`src/rtl/mmio_responder.sv`:
```
// Memory-mapped TX FIFO responder on the dmem bus. It decodes a 256-word window
// holding TXDATA, STATUS, a free-running CYCLES counter and CTRL, and raises an interrupt when the FIFO drains.
module mmio_responder #(
  parameter logic [11:0] BASE_ADDR  = 12'hF00,
  parameter int          FIFO_DEPTH = 8
) (
  input  logic        clock,
  input  logic        reset,
  input  logic [11:0] address_dmem,
  input  logic [31:0] data,
  input  logic        wren,
  output logic [31:0] q_mmio,
  output logic        hit,
  output logic [31:0] out_data,
  output logic        out_valid,
  input  logic        out_ready,
  output logic        irq
);

  localparam int PW = (FIFO_DEPTH > 1) ? $clog2(FIFO_DEPTH) : 1;
  localparam int CW = PW + 1;
  localparam logic [CW-1:0] FULL_CNT = CW'(FIFO_DEPTH);

  logic [31:0]   r_mem [FIFO_DEPTH];
  logic [PW-1:0] r_wr_ptr, r_rd_ptr;
  logic [CW-1:0] r_count;
  logic          r_overflow, r_drained, r_irq_en, r_irq, r_hit;
  logic [31:0]   r_cycles, r_q;

  logic        w_hit, w_wr, w_full, w_empty;
  logic        w_push, w_pop, w_push_acc, w_push_drop, w_flush;
  logic        w_wr_stat, w_wr_cyc, w_wr_ctrl;
  logic [7:0]  w_off;
  logic [31:0] w_rdata;

  assign w_hit     = (address_dmem[11:8] == BASE_ADDR[11:8]);
  assign w_off     = address_dmem[7:0];
  assign w_wr      = wren & w_hit;
  assign w_full    = (r_count == FULL_CNT);
  assign w_empty   = (r_count == '0);
  assign w_wr_stat = w_wr & (w_off == 8'd1);
  assign w_wr_cyc  = w_wr & (w_off == 8'd2);
  assign w_wr_ctrl = w_wr & (w_off == 8'd3);
  assign w_flush   = w_wr_ctrl & data[1];

  assign w_push      = w_wr & (w_off == 8'd0);
  assign w_pop       = ~w_empty & out_ready;
  // A push into a full FIFO still fits if the head leaves on the same edge.
  assign w_push_acc  = w_push & (~w_full | w_pop);
  assign w_push_drop = w_push & w_full & ~w_pop;

  assign out_valid = ~w_empty;
  assign out_data  = r_mem[r_rd_ptr];
  assign q_mmio    = r_q;
  assign hit       = r_hit;
  assign irq       = r_irq;

  always_comb begin
    w_rdata = '0;
    if (w_hit) begin
      case (w_off)
        8'd1:    w_rdata = {21'd0, r_overflow, w_empty, w_full, 1'b0, 7'(r_count)};
        8'd2:    w_rdata = r_cycles;
        8'd3:    w_rdata = {31'd0, r_irq_en};
        default: w_rdata = '0;
      endcase
    end
  end

  // Storage is deliberately not reset; out_data is meaningless while empty.
  always_ff @(posedge clock) begin
    if (w_push_acc) r_mem[r_wr_ptr] <= data;
  end

  always_ff @(posedge clock) begin
    if (!reset) begin
      r_wr_ptr   <= '0;
      r_rd_ptr   <= '0;
      r_count    <= '0;
      r_overflow <= 1'b0;
      r_drained  <= 1'b0;
      r_irq_en   <= 1'b0;
      r_irq      <= 1'b0;
      r_cycles   <= '0;
      r_q        <= '0;
      r_hit      <= 1'b0;
    end else begin
      r_q   <= w_rdata;
      r_hit <= w_hit;
      r_irq <= r_irq_en & r_drained;

      if (w_wr_cyc) r_cycles <= data;
      else          r_cycles <= r_cycles + 32'd1;

      if (w_wr_ctrl) r_irq_en <= data[0];

      if (w_push_drop)                r_overflow <= 1'b1;
      else if (w_wr_stat && data[10]) r_overflow <= 1'b0;

      if (w_flush) begin
        r_count   <= '0;
        r_wr_ptr  <= '0;
        r_rd_ptr  <= '0;
        r_drained <= 1'b0;
      end else begin
        if (w_push_acc) r_wr_ptr <= r_wr_ptr + PW'(1);
        if (w_pop)      r_rd_ptr <= r_rd_ptr + PW'(1);
        case ({w_push_acc, w_pop})
          2'b10:   r_count <= r_count + CW'(1);
          2'b01:   r_count <= r_count - CW'(1);
          default: r_count <= r_count;
        endcase
        if (w_push_acc)                      r_drained <= 1'b0;
        else if (w_pop && r_count == CW'(1)) r_drained <= 1'b1;
      end
    end
  end

endmodule

```
`config.mk`:
```
export PLATFORM = sky130hd
export DESIGN_NAME = mmio_responder
export DESIGN_NICKNAME = d
export VERILOG_FILES = /design/src/rtl/mmio_responder.sv
export SDC_FILE = /design/constraint.sdc
export NUM_CORES = 1
export LEC_CHECK = 0
export CAP_MARGIN = 20
export CORE_MARGIN = 5
export CORE_UTILIZATION = 60
export CTS_CLUSTER_SIZE = 30
export DETAILED_ROUTE_END_ITERATION = 8
export PLACE_DENSITY = 0.81
export SYNTH_ARGS = -nofsm -noshare
export SYNTH_HDL_FRONTEND = slang
export SYNTH_SLANG_ARGS = --single-unit
```
`constraint.sdc`:
```
create_clock -name clock -period 9.1 [get_ports clock]
set_input_delay 1.82 -clock clock [delete_from_list [all_inputs] [get_ports clock]]
set_output_delay 1.82 -clock clock [all_outputs]
set_load 0.005 [all_outputs]
```
==> flow_summary.json <==
{
  "synth.mux.area_fraction_pct": 14.22,
  "grt_max_degree": 65,
  "clk_pin_slew_ps": 60,
  "final_layout_size_suffix_gt1_share_pct": 19.40,
  "cts_root_buffer": "clkbuf_16",
  "layout_commonest_cell": "edfxtp_1",
  "ys_types": 50,
  "power.leakage_nw": 5.022,
  "cp_data_arrival_time_ps": 3330,
  "synthCells": 759,
  "htreeDepth": 2,
  "synthArstFlopShare_pct": 0,
  "grt_usage_pct": 24.07,
  "cts_setup_buffers": 0,
  "drcViolationCount": 0,
  "outcome": "finished clean",
  "finalCritPeriodShare_pct": 56.57,
  "hold_violations": 0,
  "antenna_found_initial": 0,
  "power_density_nw_per_um2": 227.3,
  "synth_nets": 814,
  "cp-start-kind": "register",
  "placed_area_um2": 14600,
  "synth_edf_count": 256,
  "core_um2": 21690,
  "finClkSkew_ps": 14.79,
  "synth_xor_xnor_area_share_pct": 1.928,
  "final_cell_mix": "256 x edfxtp_1, 114 x clkdlybuf4s50_1, 80 x dfxtp_1",
  "yosysSeqAreaShare_pct": 70.83,
  "syn-cell-area_um2": 13170,
  "endpoint_kind": "output pin",
  "fin_util_pct": 72.05,
  "syn2layout_area_growth_pct": 18.64,
  "finalSetupTns_ps": 0,
  "synthSimpleGateAreaFrac_pct": 7.172,
  "hold_class": "reg2reg",
  "cp_data_required_time_ps": 7280,
  "ys_dominant_reg_cell": "edfxtp_1",
  "maxSlewViolCount": 0,
  "cts_tree": "done",
  "ios": 115,
  "cts.sinks": 338,
  "nFillCells": 1306,
  "detail-route-antenna-nets": 0,
  "grt.overflow.total": 0,
  "fin_area_um2": 15630,
  "worst_pin_slew_ps": 1128,
  "syn_area_per_cell_um2": 17.35,
  "final_nets": 938,
  "post_cts_resized": 0,
  "layout_setup_ws_ps": 3952,
  "grt_pass1_vias": 7865,
  "port_buffers": 114,
  "worstSetupPathType": "reg2out",
  "via_per_inst": 6.212,
  "start_util_pct": 60.73,
  "rsz0062_at_grt": "no",
  "ir_drop_uv": 145.1,
  "cap_violations": 0,
  "place_ws_ps": 4371,
  "die_area_um2": 25020,
  "synth_top_family_by_area": "multiplexers",
  "routed_wl_um": 29190,
  "hold_buffers": 0,
  "die_height_um": 158.2,
  "cts_buffer_depth": 3,
  "grt_pass1_wl_um": 45390,
  "cts_buffers": 34,
  "synth_fa_ha_area_share_pct": 0.6650,
  "dr.pass1.iters": 5,
  "synth.ff_latch_count": 338,
  "dp_hpwl_um": 17140,
  "clk_latency_ps": 500,
  "synth.yosys.warnings": 0,
  "vias": 7374,
  "fin_crit_ps": 5148,
  "wl_per_cell_um": 24.59,
  "worst-path-max-fanout": 36,
  "diodes": 0,
  "drtIter0Drc": 771,
  "rows": 54,
  "synth_compound_area_share_pct": 3.467,
  "slew_headroom_pct": 24.58,
  "die_x_um": 158.2,
  "routabilityCongestion": 0.8237,
  "max_freq_ghz": 0.1942,
  "setup_viol": 0
}
## per-stage QoR
step	power, mW	cells	hold WS (ps)
finish	3.552	1187	494.8
global route	3.693	1187	516.3
CTS	3.575	1187	495.6
detailed placement	2.295	1127	478.7
global placement	2.280	1127	471.7
floorplan	2.101	759	439.1
## routing by layer
layer / GRT usage [%] / share of wire [%]
met1: 34.47 / 41
met2: 39.07 / 49
met3: 4.319 / 7.7
met4: 6.214 / 1.8
met5: 0 / 0
## flip-flops by register name (all words and copies together), names as in the netlist, named ones only
register and count:
q_mmio 32, r_mem 256, irq 1, r_overflow 1, r_drained 1, r_wr_ptr 3
r_rd_ptr 3, r_cycles 32, r_count 4, r_irq_en 1, hit 1
## path summary, 6_finish.rpt
path | slack, ps | end | start | cells past startpoint
setup / recovery | 3950 | out_data[7] | register | 4
hold / removal | 490 | q_mmio[31]$_SDFF_PN0_ | r_cycles[31]$_SDFF_PN0_ | 1
setup reg to reg | 6190 | r_mem[7][16]$_DFFE_PP_ | r_count[1]$_SDFFE_PP0P_ | 8
hold reg to reg | 490 | q_mmio[31]$_SDFF_PN0_ | r_cycles[31]$_SDFF_PN0_ | 1
## cell type report
cell class / count / area, um^2 / share of cell area (%)
clock inverter: 9 / 45.04 / 0.2883
multi-input combinational: 376 / 3650 / 23.36
tap: 280 / 350.3 / 2.242
clock buffer: 51 / 985.9 / 6.310
sequential: 338 / 9334 / 59.73
timing repair buffer: 127 / 1239 / 7.927
inverter: 6 / 22.52 / 0.1441
## report_power, final
| part | internal (mW) | switching [mW] | leakage, nW |
|---|---|---|---|
| combinational | 0.329 | 0.209 | 1.56 |
| sequential | 1.67 | 0.0488 | 2.96 |
| clock | 0.748 | 0.545 | 0.501 |
## synth_stat cells, drive strengths merged (7+ instances only)
library cell	count	area share, %
edfxtp	256	58
dfxtp	82	12
mux4	64	11
nor2	38	1.1
mux2	33	2.8
and2	30	1.4
o21ai	28	1.1
clkbuf	20	0.57
buf	19	0.98
xor2	19	1.3
a21oi	16	0.61
nand2	16	0.46
nand3	14	0.65
and3	13	0.62
nand4	13	0.73
a211oi	11	0.63
xnor2	10	0.66
a31oi	8	0.38
ha	7	0.66
or3	7	0.33
## worst max-delay path, stage by stage, from the launching register on
cell             delay (ps)
dfxtp_4                 720
buf_4                   720
mux4_2                  600
mux2_2                  300
clkdlybuf4s50_1         470
## kinds of logic after synthesis
family / count (synthesis)
flops: 338
simple gates: 161
mux: 103
compound gates: 76
buf+inv: 45
xor+xnor: 29
fa+ha+maj: 7
Power figures use the tool's default switching activity.
